File: src/rtl/fifo_sync_fwft_flex_if.sv
// Bus bundle for fifo_sync_fwft_flex: write side, read side, flush and status.
// master = producer/consumer side driving the FIFO; slave = the FIFO itself.
interface fifo_sync_fwft_flex_if #(
  parameter int DW    = 32,
  parameter int DEPTH = 16,
  parameter int AW    = $clog2(DEPTH)
);
  logic          flush;
  logic [DW-1:0] din;
  logic          wr_en;
  logic          full;
  logic          prog_full;
  logic [DW-1:0] dout;
  logic          rd_en;
  logic          empty;
  logic          prog_empty;
  logic [AW:0]   count;
  logic          overflow;
  logic          underflow;

  // Handshake: a write transfers on a rising edge when wr_en=1 and full=0;
  // a read transfers when rd_en=1 and empty=0. dout is valid whenever empty=0.
  modport master (
    output flush, din, wr_en, rd_en,
    input  full, prog_full, dout, empty, prog_empty, count, overflow, underflow
  );
  modport slave (
    input  flush, din, wr_en, rd_en,
    output full, prog_full, dout, empty, prog_empty, count, overflow, underflow
  );
endinterface

File: src/rtl/fifo_sync_fwft_flex.sv
// Single-clock first-word-fall-through FIFO: (DEPTH-1)-entry array plus output register.
// Define FIFO_FWFT_ERRFLAGS_EN to build sticky overflow/underflow flags.
module fifo_sync_fwft_flex #(
  parameter int DW         = 32,
  parameter int DEPTH      = 16,
  parameter int PROG_FULL  = DEPTH / 2,
  parameter int PROG_EMPTY = 1,
  parameter int AW         = $clog2(DEPTH)
) (
  input logic                 clk,
  input logic                 rst,
  fifo_sync_fwft_flex_if.slave bus
);
  localparam int          MEM_N   = DEPTH - 1;
  localparam logic [AW:0] LP_FULL = (AW+1)'(DEPTH);
  localparam logic [AW:0] LP_PF   = (AW+1)'(PROG_FULL);
  localparam logic [AW:0] LP_PE   = (AW+1)'(PROG_EMPTY);
  localparam logic [AW:0] LP_ONE  = (AW+1)'(1);
  localparam logic [AW-1:0] LP_LAST = AW'(DEPTH - 2);

  logic [DW-1:0] r_mem [MEM_N];
  logic [DW-1:0] r_dout;
  logic [AW-1:0] r_wr_ptr;
  logic [AW-1:0] r_rd_ptr;
  logic [AW:0]   r_count;

  logic w_full, w_empty, w_arr_nonempty;
  logic w_wr_acc, w_rd_acc, w_pop_arr, w_wr_arr, w_wr_out;

  assign w_full         = (r_count == LP_FULL);
  assign w_empty        = (r_count == '0);
  // The output register holds the head whenever count>0, so the array holds count-1.
  assign w_arr_nonempty = (r_count > LP_ONE);

  assign w_wr_acc  = bus.wr_en && !w_full && !bus.flush;
  assign w_rd_acc  = bus.rd_en && !w_empty && !bus.flush;
  assign w_pop_arr = w_rd_acc && w_arr_nonempty;
  assign w_wr_out  = w_wr_acc && (w_empty || (w_rd_acc && !w_arr_nonempty));
  assign w_wr_arr  = w_wr_acc && !w_wr_out;

  function automatic logic [AW-1:0] next_ptr(input logic [AW-1:0] p);
    return (p == LP_LAST) ? '0 : p + 1'b1;
  endfunction

  always_ff @(posedge clk) begin
    if (w_wr_arr) r_mem[r_wr_ptr] <= bus.din;
  end

  always_ff @(posedge clk or posedge rst) begin
    if (rst) begin
      r_wr_ptr <= '0;
      r_rd_ptr <= '0;
      r_count  <= '0;
      r_dout   <= '0;
    end else if (bus.flush) begin
      r_wr_ptr <= '0;
      r_rd_ptr <= '0;
      r_count  <= '0;
    end else begin
      if (w_wr_arr)  r_wr_ptr <= next_ptr(r_wr_ptr);
      if (w_pop_arr) r_rd_ptr <= next_ptr(r_rd_ptr);
      if (w_pop_arr)     r_dout <= r_mem[r_rd_ptr];
      else if (w_wr_out) r_dout <= bus.din;
      case ({w_wr_acc, w_rd_acc})
        2'b10:   r_count <= r_count + 1'b1;
        2'b01:   r_count <= r_count - 1'b1;
        default: r_count <= r_count;
      endcase
    end
  end

`ifdef FIFO_FWFT_ERRFLAGS_EN
  logic r_overflow, r_underflow;

  always_ff @(posedge clk or posedge rst) begin
    if (rst) begin
      r_overflow  <= 1'b0;
      r_underflow <= 1'b0;
    end else if (!bus.flush) begin
      if (bus.wr_en && w_full)  r_overflow  <= 1'b1;
      if (bus.rd_en && w_empty) r_underflow <= 1'b1;
    end
  end

  assign bus.overflow  = r_overflow;
  assign bus.underflow = r_underflow;
`else
  assign bus.overflow  = 1'b0;
  assign bus.underflow = 1'b0;
`endif

  assign bus.dout       = r_dout;
  assign bus.count      = r_count;
  assign bus.full       = w_full;
  assign bus.empty      = w_empty;
  assign bus.prog_full  = (r_count >= LP_PF);
  assign bus.prog_empty = (r_count <= LP_PE);
endmodule
File: src/flat_wrapper.sv
// flat-port wrapper written by rule: the top's interface ports become plain ports
module fifo_sync_fwft_flex_flat 
#(
  parameter int DW         = 32,
  parameter int DEPTH      = 16,
  parameter int PROG_FULL  = DEPTH / 2,
  parameter int PROG_EMPTY = 1,
  parameter int AW         = $clog2(DEPTH)
)
  (clk, rst, bus_flush, bus_din, bus_wr_en, bus_rd_en, bus_full, bus_prog_full, bus_dout, bus_empty, bus_prog_empty, bus_count, bus_overflow, bus_underflow);
  fifo_sync_fwft_flex_if #(.DW(DW), .DEPTH(DEPTH), .AW(AW)) bus_i ();
  input logic clk;
  input logic rst;
  input wire logic [$bits(bus_i.flush)-1:0] bus_flush;
  input wire logic [$bits(bus_i.din)-1:0] bus_din;
  input wire logic [$bits(bus_i.wr_en)-1:0] bus_wr_en;
  input wire logic [$bits(bus_i.rd_en)-1:0] bus_rd_en;
  output wire logic [$bits(bus_i.full)-1:0] bus_full;
  output wire logic [$bits(bus_i.prog_full)-1:0] bus_prog_full;
  output wire logic [$bits(bus_i.dout)-1:0] bus_dout;
  output wire logic [$bits(bus_i.empty)-1:0] bus_empty;
  output wire logic [$bits(bus_i.prog_empty)-1:0] bus_prog_empty;
  output wire logic [$bits(bus_i.count)-1:0] bus_count;
  output wire logic [$bits(bus_i.overflow)-1:0] bus_overflow;
  output wire logic [$bits(bus_i.underflow)-1:0] bus_underflow;
  assign bus_i.flush = bus_flush;
  assign bus_i.din = bus_din;
  assign bus_i.wr_en = bus_wr_en;
  assign bus_i.rd_en = bus_rd_en;
  assign bus_full = bus_i.full;
  assign bus_prog_full = bus_i.prog_full;
  assign bus_dout = bus_i.dout;
  assign bus_empty = bus_i.empty;
  assign bus_prog_empty = bus_i.prog_empty;
  assign bus_count = bus_i.count;
  assign bus_overflow = bus_i.overflow;
  assign bus_underflow = bus_i.underflow;
  fifo_sync_fwft_flex #(.DW(DW), .DEPTH(DEPTH), .PROG_FULL(PROG_FULL), .PROG_EMPTY(PROG_EMPTY), .AW(AW)) u_core (.clk(clk), .rst(rst), .bus(bus_i));
endmodule
File: config.mk
export PLATFORM = sky130hd
export DESIGN_NAME = fifo_sync_fwft_flex_flat
export DESIGN_NICKNAME = d
export VERILOG_FILES = /design/src/rtl/fifo_sync_fwft_flex_if.sv /design/src/rtl/fifo_sync_fwft_flex.sv /design/src/flat_wrapper.sv
export SDC_FILE = /design/constraint.sdc
export NUM_CORES = 1
export LEC_CHECK = 0
export ABC_AREA = 1
export CORE_MARGIN = 10
export CORE_UTILIZATION = 45
export DETAILED_ROUTE_END_ITERATION = 16
export GPL_TIMING_DRIVEN = 0
export MAX_ROUTING_LAYER = met4
export PLACE_DENSITY = 0.69
export SYNTH_ARGS = -nofsm -noshare
export SYNTH_HDL_FRONTEND = slang
export SYNTH_SLANG_ARGS = --single-unit
File: constraint.sdc
create_clock -name clk -period 3.4 [get_ports clk]
set_input_delay 0.51 -clock clk [delete_from_list [all_inputs] [get_ports clk]]
set_output_delay 0.51 -clock clk [all_outputs]
set_load 0.02 [all_outputs]
==> flow_metrics.env, run 1 <==
export IMPL_status="completed"
export IMPL_postCtsSetupBuffers=0
export IMPL_gr_usage_met2=0.336
export IMPL_ys_warn_count=0
export IMPL_cts_hold_buf=0
export IMPL_slew_viol_final=0
export IMPL_synth_xor_area_frac=0.00356
export IMPL_gp_congestion=0.883
export IMPL_max_stage_delay_ns=0.72
export IMPL_yosys_register_bits=525
export IMPL_cts_made_buffers=53
export IMPL_synth_top_area_cell="edfxtp_1"
export IMPL_routed_wl_um=59700
export IMPL_ys_seq_area_frac=0.702
export IMPL_dpl_cell_count=2782
export IMPL_htreeDepth=2
export IMPL_fin_crit_ns=3.17
export IMPL_antenna_left=0
export IMPL_synthToLayoutAreaGrowth_pct=17.1
export IMPL_drc=0
export IMPL_clock_latency_ns=0.61
export IMPL_fin_crit_sh=0.934
export IMPL_drive_gt1_frac=0.105
export IMPL_grtUsageTotal=0.205
export IMPL_tritoncts="yes"
export IMPL_antennaDiodeCount=0
export IMPL_path_cells="inv_1, ha_1, nand2_1, o21ai_2, nor2_4, nand4_1, nor2_4, buf_16"
export IMPL_synthMuxAreaShare=0
export IMPL_vdd_drop_max_uv=411
export IMPL_cts_resized=0
export IMPL_setup_viol=0
export IMPL_ioPinCount=80
export IMPL_cts_root_buffer="clkbuf_16"
export IMPL_netlist_area_leader_share=0.651
export IMPL_antenna_found_initial=0
export IMPL_cp_required_ns=3.71
export IMPL_hold_violations=0
export IMPL_die_area_mm2=0.0585
export IMPL_row_count=81
export IMPL_critPathKind="reg2reg"
export IMPL_holdCritPathClass="in2async"
export IMPL_max_freq_mhz=315
export IMPL_synth_common_cells="nand2_1 (542), edfxtp_1 (480), nor2_1 (246), nand3_1 (238), inv_1 (145)"
export IMPL_vias=15300
export IMPL_grt_pass1_vias=14800
export IMPL_synth_ff_type="edfxtp_1"
export IMPL_yosysMostFrequentCell="nand2_1"
export IMPL_crit_top_cell="nor2_4"
export IMPL_drt_initial_drc_count=1558
export IMPL_synthCells=2024
export IMPL_synth_fa_ha_area_frac=0.00339
export IMPL_hpwl_um=39700
export IMPL_synthArstFlopShare=0.0857
export IMPL_synth_simple_gate_area_share=0.210
export IMPL_core_mm2=0.0487
export IMPL_wl_per_cell_um=20.7
export IMPL_power_leakage_nw=10.3
export IMPL_start_kind="flip-flop"
export IMPL_arrival_ns=3.48
export IMPL_worstMarginPinSlew_ns=0.907
export IMPL_powerDensity_mw_per_mm2=712
export IMPL_grt_ovfl_total=0
export IMPL_use_met1=0.254
export IMPL_start_util=0.454
export IMPL_path_max_fanout=18
export IMPL_slowest_stage="nor2_4"
export IMPL_relSlewSlack=0.395
export IMPL_firstDrtPassIters=5
export IMPL_die_h_um=242
export IMPL_rsz0062_at_grt="no"
export IMPL_synthTopCellsByArea="edfxtp_1 (65%), nand2_1 (9.2%), nand3_1 (5.4%)"
export IMPL_cts_num_sinks=525
export IMPL_fp_dieW_um=242
export IMPL_worstSetupEndpointType="flip-flop"
export IMPL_tns_ns=0
export IMPL_synth_area_mm2=0.0221
export IMPL_synth_distinct_cells=34
export IMPL_clk_pin_slew_ns=0.06
export IMPL_met3_usage=0.0331
export IMPL_numPortBuffers=77
export IMPL_grt_max_degree=35
export IMPL_vias_per_cell=5.33
export IMPL_grt_pass1_wl_um=89400
export IMPL_synth_top_family_by_area="simple AND/OR/NAND/NOR gates"
export IMPL_fin_cells=2881
export IMPL_syn_avg_cell_area_um2=10.9
export IMPL_clockBufferDepth=3
export IMPL_drv_cap=0
export IMPL_synth_edf_count=480
export IMPL_top_usage_layer="met2"
export IMPL_fin_nets=2216
export IMPL_synth_compound_area_frac=0.0281
export IMPL_skew_ns=0.0112
## final timing paths
check | from | end | slack [ns] | cells after the start
max | u_core.bus.count[0] | u_core.r_mem[1][15] | 0.23 | 8
min | rst | u_core.bus.count[2] | 0.19 | 2
max reg2reg | u_core.bus.count[0] | u_core.r_mem[1][15] | 0.23 | 8
max in group asynchronous | rst | u_core.bus.dout[15] | 2.65 | 3
min in group clk | u_core.bus.dout[5] | u_core.bus.dout[5] | 0.50 | 2
min reg2reg | u_core.bus.dout[5] | u_core.bus.dout[5] | 0.50 | 2
## cell type report
class                   instances  area (µm²)
repair buffers                 93        1140
clock inverters                32         287
inverters                     153         574
plain buffers                 112         579
fillers                      4128       22800
clock buffers                  67        1410
well taps                     664         831
flip-flops and latches        525       15500
multi-input cells            1235        5550
## routing by layer
metal  vias up  routed length, µm
li1       7147                  -
met1      7349              23500
met2       726              29400
met3       127               5030
met4         0               1720
met5         -                  0
## cell usage in the layout, fill, tap and decap left out, types with 22 or more instances in the layout
cell type          n
buf_2             75
clkbuf_1          31
clkbuf_16         53
clkdlybuf4s50_1   77
dfrtp_1           45
edfxtp_1         480
inv_1            144
nand2_1          542
nand3_1          238
nand4_1           31
nor2_1           231
nor3_1            22
o21ai_0           66
## state kept, by name, indices dropped and copies added (netlist names)
register	cells
u_core.r_mem	480
u_core.bus.dout	32
u_core.bus.count	5
u_core.r_rd_ptr	4
u_core.r_wr_ptr	4
## stage by stage
step           cell area, µm²  utilization  setup WS [ns]  hold slack [ns]  total power, mW
2_1_floorplan           22100            -         0.0620            0.520             10.7
3_3_place_gp            23700        0.487          -1.80            0.493             12.6
3_5_place_dp            24200        0.497        -0.0542            0.495             12.8
4_1_cts                 25900        0.532          0.290            0.185             18.5
5_1_grt                 25900        0.532         0.0606            0.222             19.3
6_report                25900        0.532          0.226            0.193             18.5
## kinds of logic (layout without fill, tap and decap cells)
kind of cell / count (synthesis) / in the layout
and+or+nand+nor: 1106 / 1106
buffers and inverters: 265 / 457
xor gates and xnor gates: 9 / 9
DFF: 525 / 525
AOI/OAI and AO/OA: 112 / 112
other: 1 / 2
adders and majority gates: 6 / 6
## worst max-delay path, delay by kind of cell, from the launching register on
family | cells | cell delay [ns]
AO/OA/AOI/OAI | 1 | 0.08
flip-flops | 1 | 0.48
AND/OR/NAND/NOR | 4 | 1.66
buffers and inverters | 2 | 0.38
adder cells (fa/ha/maj) | 1 | 0.23
## power breakdown
part	leakage, nW	internal (mW)	total [mW]	switching (mW)
logic	4.58	1.62	5.10	3.49
registers	4.89	7.41	7.63	0.223
clock network	0.819	3.25	5.72	2.47
(Power assumes the default switching activity.)
==> inputs of run 2 (changes only) <==
--- a/config.mk
+++ b/config.mk
@@ -6,12 +6,15 @@
 export NUM_CORES = 1
 export LEC_CHECK = 0
 export ABC_AREA = 1
+export CAP_MARGIN = 30
+export CELL_PAD_IN_SITES_DETAIL_PLACEMENT = 0
+export CELL_PAD_IN_SITES_GLOBAL_PLACEMENT = 2
 export CORE_MARGIN = 10
-export CORE_UTILIZATION = 45
+export CORE_UTILIZATION = 41
 export DETAILED_ROUTE_END_ITERATION = 16
 export GPL_TIMING_DRIVEN = 0
 export MAX_ROUTING_LAYER = met4
-export PLACE_DENSITY = 0.69
+export PLACE_DENSITY = 0.86
 export SYNTH_ARGS = -nofsm -noshare
 export SYNTH_HDL_FRONTEND = slang
 export SYNTH_SLANG_ARGS = --single-unit
==> run 2 against run 1 <==
Net effect: total power rose by 3.4%; final area is 0.82% higher; count of clock-buffer cells in the layout rose by 6; register-to-register slack got worse by 0.03 ns; die area rose by 8.9%; highest routed layer unchanged; largest power group unchanged; critical path depth unchanged; critical endpoint is now u_core.r_mem[6][6]; global-route usage grew 0.11 points; largest cell class unchanged; sequential power about the same.
==> flow_metrics.env, run 2 (synthesis results as in run 1) <==
export IMPL_skew_ns=0.0298
export IMPL_cts_hold_buf=0
export IMPL_numPortBuffers=77
export IMPL_hpwl_um=42400
export IMPL_antenna_found_initial=1
export IMPL_vias=15200
export IMPL_grt_ovfl_total=0
export IMPL_slew_viol_final=0
export IMPL_cts_made_buffers=55
export IMPL_final_util=0.487
export IMPL_fin_area_mm2=0.0261
export IMPL_drive_gt1_frac=0.108
export IMPL_drv_cap=0
export IMPL_postCtsSetupBuffers=0
export IMPL_fp_dieW_um=252
export IMPL_start_util=0.413
export IMPL_grt_pass1_wl_um=94300
export IMPL_htreeDepth=2
export IMPL_wl_per_cell_um=21.9
export IMPL_gp_congestion=0.848
export IMPL_fin_nets=2218
export IMPL_antennaDiodeCount=0
export IMPL_clk_pin_slew_ns=0.06
export IMPL_arrival_ns=3.50
export IMPL_die_area_mm2=0.0637
export IMPL_worstSetupEndpointType="flip-flop"
export IMPL_grt_pass1_vias=14800
export IMPL_place_area_mm2=0.0243
export IMPL_power_leakage_nw=10.4
export IMPL_final_common_cell="nand2_1"
export IMPL_vdd_drop_max_uv=439
export IMPL_status="completed"
export IMPL_drt_initial_drc_count=1275
export IMPL_cts_root_buffer="clkbuf_16"
export IMPL_path_max_fanout=17
export IMPL_cts_num_sinks=525
export IMPL_rsz0062_at_grt="no"
export IMPL_cts_resized=0
export IMPL_max_freq_mhz=312
export IMPL_critPathKind="reg2reg"
export IMPL_relSlewSlack=0.391
export IMPL_top_usage_layer="met2"
export IMPL_startpoint="u_core.bus.count[0]"
export IMPL_hold_violations=0
export IMPL_cp_required_ns=3.70
export IMPL_tritoncts="yes"
export IMPL_start_kind="flip-flop"
export IMPL_met3_usage=0.0309
export IMPL_antenna_left=0
export IMPL_tns_ns=0
export IMPL_routed_wl_um=63900
export IMPL_synthToLayoutAreaGrowth_pct=18.0
export IMPL_firstDrtPassIters=8
export IMPL_fin_crit_sh=0.942
export IMPL_fin_crit_ns=3.20
export IMPL_setup_viol=0
export IMPL_layout_common_cells="nand2_1 (542), edfxtp_1 (480), nand3_1 (238)"
export IMPL_row_count=85
export IMPL_grtUsageTotal=0.206
export IMPL_drc=0
export IMPL_ioPinCount=80
export IMPL_grt_max_degree=27
export IMPL_largest_register="u_core.r_mem"
export IMPL_die_h_um=252
export IMPL_gr_usage_met2=0.332
export IMPL_clockBufferDepth=3
export IMPL_use_met1=0.261
export IMPL_clock_latency_ns=0.62
export IMPL_worstMarginPinSlew_ns=0.914
export IMPL_vias_per_cell=5.22
export IMPL_fillCellCount=4808
export IMPL_holdCritPathClass="in2async"
export IMPL_powerDensity_mw_per_mm2=730
export IMPL_r2r_start="u_core.bus.count[0]"
export IMPL_core_mm2=0.0536
export IMPL_power_mw=19.1
export IMPL_largest_reg_flops=480
run 2: changes by cell type in the layout (fill, tap and decap cells not counted):
cell        change
bufinv_16       +3
clkbuf_1        -4
clkbuf_16       +2
clkbuf_8        +8
clkinv_1        -1
clkinvlp_4      -4
inv_16          -1
inv_6           -1
run 2: final cells by class:
| class | instances | area (µm²) | area share |
|---|---|---|---|
| Sequential cell | 525 | 15500 | 0.595 |
| Multi-Input combinational cell | 1235 | 5550 | 0.213 |
| Clock buffer | 73 | 1550 | 0.0595 |
| Timing Repair Buffer | 93 | 1140 | 0.0435 |
| Tap cell | 696 | 871 | 0.0333 |
| Buffer | 112 | 579 | 0.0222 |
| Inverter | 153 | 574 | 0.0220 |
| Clock inverter | 28 | 314 | 0.0120 |
run 2: metal layers:
metal	up-vias	wire length [µm]
met1	7385	27200
met2	564	30200
met4	0	2040
met3	122	4550
li1	7144	-
met5	-	0
run 2: worst paths after layout:
check	slack, ns	endpoint	cells after the start
hold / removal	0.33	u_core.bus.dout[22]	2
max in group asynchronous	2.47	u_core.bus.dout[14]	3
hold reg to reg	0.51	u_core.bus.dout[10]	2
setup reg to reg	0.20	u_core.r_mem[6][6]	8
setup / recovery	0.20	u_core.r_mem[6][6]	8
min in group clk	0.51	u_core.bus.dout[10]	2
run 2: metrics by stage:
step           hold WS [ns]  instances  setup slack (ns)
3_5_place_dp          0.497       2814           -0.0764
3_3_place_gp          0.496       2798             -1.93
2_1_floorplan         0.520       2025            0.0620
6_report              0.333       2915             0.196
5_1_grt               0.376       2915           0.00224
4_1_cts               0.349       2915             0.211
run 2: critical path, stage by stage (launching register included):
cell     delay (ns)
dfrtp_1        0.48
inv_1          0.14
ha_1           0.24
nand2_1        0.11
o21ai_2        0.08
nor2_4         0.34
nand4_1        0.47
nor2_4         0.76
buf_16         0.25
run 2: power by group:
part	internal, mW	leakage (nW)	switching, mW	total, mW
Clock	3.72	0.922	2.49	6.21
Combinational	1.61	4.58	3.61	5.22
Sequential	7.41	4.89	0.239	7.65
Total	12.7	10.4	6.34	19.1
==> inputs of run 3 (changes only) <==
--- a/config.mk
+++ b/config.mk
@@ -10,11 +10,12 @@
 export CELL_PAD_IN_SITES_DETAIL_PLACEMENT = 0
 export CELL_PAD_IN_SITES_GLOBAL_PLACEMENT = 2
 export CORE_MARGIN = 10
-export CORE_UTILIZATION = 41
+export CORE_UTILIZATION = 43
+export CTS_BUF_LIST = sky130_fd_sc_hd__clkbuf_4
 export DETAILED_ROUTE_END_ITERATION = 16
 export GPL_TIMING_DRIVEN = 0
 export MAX_ROUTING_LAYER = met4
-export PLACE_DENSITY = 0.86
+export PLACE_DENSITY = 0.89
 export SYNTH_ARGS = -nofsm -noshare
 export SYNTH_HDL_FRONTEND = slang
 export SYNTH_SLANG_ARGS = --single-unit
==> run 3 against run 2 <==
Net effect: sequential power is essentially flat; register-to-register slack improved by 0.05 ns; global-route usage up 1.3 points; non-clock buffer count increased by 2; critical path depth did not move; flip-flop and latch count stayed put; final area decreased by 0.25%; clock skew increased by 0.016 ns; clock power shrank 9.0%.
==> flow_metrics.env, run 3 (synthesis results as in run 1) <==
export IMPL_status="completed"
export IMPL_fin_area_mm2=0.0261
export IMPL_tritoncts="yes"
export IMPL_htreeDepth=4
export IMPL_drive_gt1_frac=0.165
export IMPL_vias=15700
export IMPL_critPathKind="reg2reg"
export IMPL_start_kind="flip-flop"
export IMPL_cp_required_ns=4.05
export IMPL_worstMarginPinSlew_ns=0.874
export IMPL_fin_nets=2304
export IMPL_layout_common_cells="nand2_1 (542), edfxtp_1 (480), nand3_1 (238)"
export IMPL_antenna_found_initial=2
export IMPL_core_mm2=0.0511
export IMPL_numPortBuffers=77
export IMPL_start_util=0.433
export IMPL_clk_pin_slew_ns=0.07
export IMPL_dpl_cell_count=2798
export IMPL_vias_per_cell=5.14
export IMPL_synthToLayoutAreaGrowth_pct=17.7
export IMPL_antenna_left=0
export IMPL_max_stage_delay_ns=0.70
export IMPL_largest_reg_flops=480
export IMPL_powerDensity_mw_per_mm2=707
export IMPL_final_util=0.510
export IMPL_fin_crit_ns=3.16
export IMPL_routed_wl_um=64100
export IMPL_worstSetupEndpointType="flip-flop"
export IMPL_holdCritPathClass="in2reg"
export IMPL_grt_pass1_wl_um=95200
export IMPL_slew_viol_final=0
export IMPL_tns_ns=0
export IMPL_p_int_mw=12.1
export IMPL_path_cells="inv_1, ha_1, nand2_1, o21ai_2, nor2_4, nand4_1, nor2_4, buf_12"
export IMPL_die_h_um=247
export IMPL_p_sw_mw=6.35
export IMPL_power_leakage_nw=10.6
export IMPL_clockBufferDepth=3
export IMPL_cts_root_buffer="clkbuf_4"
export IMPL_max_freq_mhz=317
export IMPL_fin_cells=3054
export IMPL_place_area_mm2=0.0242
export IMPL_arrival_ns=3.81
export IMPL_fin_crit_sh=0.928
export IMPL_wl_per_cell_um=21.0
export IMPL_drt_initial_drc_count=1226
export IMPL_min_path_cells=5
export IMPL_slowest_stage="nor2_4"
export IMPL_die_area_mm2=0.0609
export IMPL_crit_top_cell="nor2_4"
export IMPL_setup_viol=0
export IMPL_sw_frac_of_total=0.345
export IMPL_cts_made_buffers=139
export IMPL_fp_dieW_um=247
export IMPL_grt_ovfl_total=0
export IMPL_pwr_share_seq=0.414
export IMPL_path_max_fanout=18
export IMPL_largest_register="u_core.r_mem"
export IMPL_final_common_cell="nand2_1"
export IMPL_holdWs_ns=0.392
export IMPL_row_count=83
export IMPL_firstDrtPassIters=5
export IMPL_pwr_share_clk=0.307
export IMPL_grt_pass1_vias=15500
export IMPL_drv_cap=0
export IMPL_hold_violations=0
export IMPL_relSlewSlack=0.417
export IMPL_drc=0
export IMPL_rsz0062_at_grt="no"
export IMPL_cts_num_sinks=525
export IMPL_hpwl_um=42000
export IMPL_gp_congestion=0.837
export IMPL_r2r_cells=8
export IMPL_combPwrFrac=0.279
export IMPL_vdd_drop_max_uv=449
export IMPL_clock_latency_ns=0.99
export IMPL_ioPinCount=80
export IMPL_skew_ns=0.0460
export IMPL_grt_max_degree=30
export IMPL_grtUsageTotal=0.218
## run 3: cell count changes in the layout (fill, tap and decap cells not counted), sizes merged, moves of 6 or more
cell / before / now
clkbuf: 94 / 247
clkinv: 19 / 13
bufinv: 7 / 1
inv: 154 / 160
diode: 0 / 7
## run 3: layer usage
layer	track usage	wire length [µm]	vias to the layer above	part of all wire
met2	0.349	30800	573	0.48
met5	-	0	-	0
li1	-	-	7419	-
met4	0.0862	1700	0	0.026
met1	0.268	26800	7587	0.42
met3	0.0467	4690	123	0.073
## run 3: power by group through the flow
stage                     sequential (mW)  clock [mW]  combinational [mW]
after global placement               7.76           0                5.04
after CTS                            7.62        5.76                5.19
after global routing                 7.66        6.12                5.64
after detailed placement             7.76           0                5.16
after floorplan                      7.93           0                2.80
final                                7.63        5.65                5.15
## run 3: path summary, 6_finish.rpt
check	startpoint	endpoint	slack, ns
setup / recovery	u_core.bus.count[0]	u_core.r_mem[7][9]	0.24
hold / removal	bus_wr_en	u_core.bus.dout[22]	0.39
setup reg to reg	u_core.bus.count[0]	u_core.r_mem[7][9]	0.24
hold reg to reg	u_core.bus.dout[28]	u_core.bus.dout[28]	0.51
max in group asynchronous	rst	u_core.bus.dout[17]	2.42
min in group asynchronous	rst	u_core.bus.dout[24]	0.40
## run 3: critical path: cells and delay by family (launching register included)
kind | cells | cell delay [ns]
flip-flops | 1 | 0.48
adder cells (fa/ha/maj) | 1 | 0.23
AND/OR/NAND/NOR | 4 | 1.62
AO/OA/AOI/OAI | 1 | 0.08
buffers and inverters | 2 | 0.39
## run 3: layout make-up
| cell class | count | area, µm² |
|---|---|---|
| Antenna cell | 7 | 17.5 |
| Clock inverter | 21 | 105 |
| Buffer | 112 | 579 |
| Clock buffer | 226 | 1700 |
| Sequential cell | 525 | 15500 |
| Timing Repair Buffer | 95 | 1140 |
| Inverter | 153 | 574 |
| Multi-Input combinational cell | 1235 | 5550 |
| Tap cell | 680 | 851 |
| Fill cell | 4639 | 25000 |
## run 3: what timing repair did
| item | 4_1_cts | 5_1_grt |
|---|---|---|
| hold buffers | 1 | 0 |
| hold endpoints to repair | 16 | 0 |
| gates resized for setup | 0 | 1 |
| setup buffers | 0 | 1 |
| endpoints found under the setup margin | 0 | 7 |
## run 3: per-stage QoR
step           power, mW  worst slack [ns]
2_1_floorplan       10.7            0.0620
3_3_place_gp        12.8             -1.94
3_5_place_dp        12.9           -0.0962
4_1_cts             18.6            0.0318
5_1_grt             19.4           0.00491
6_report            18.4             0.243
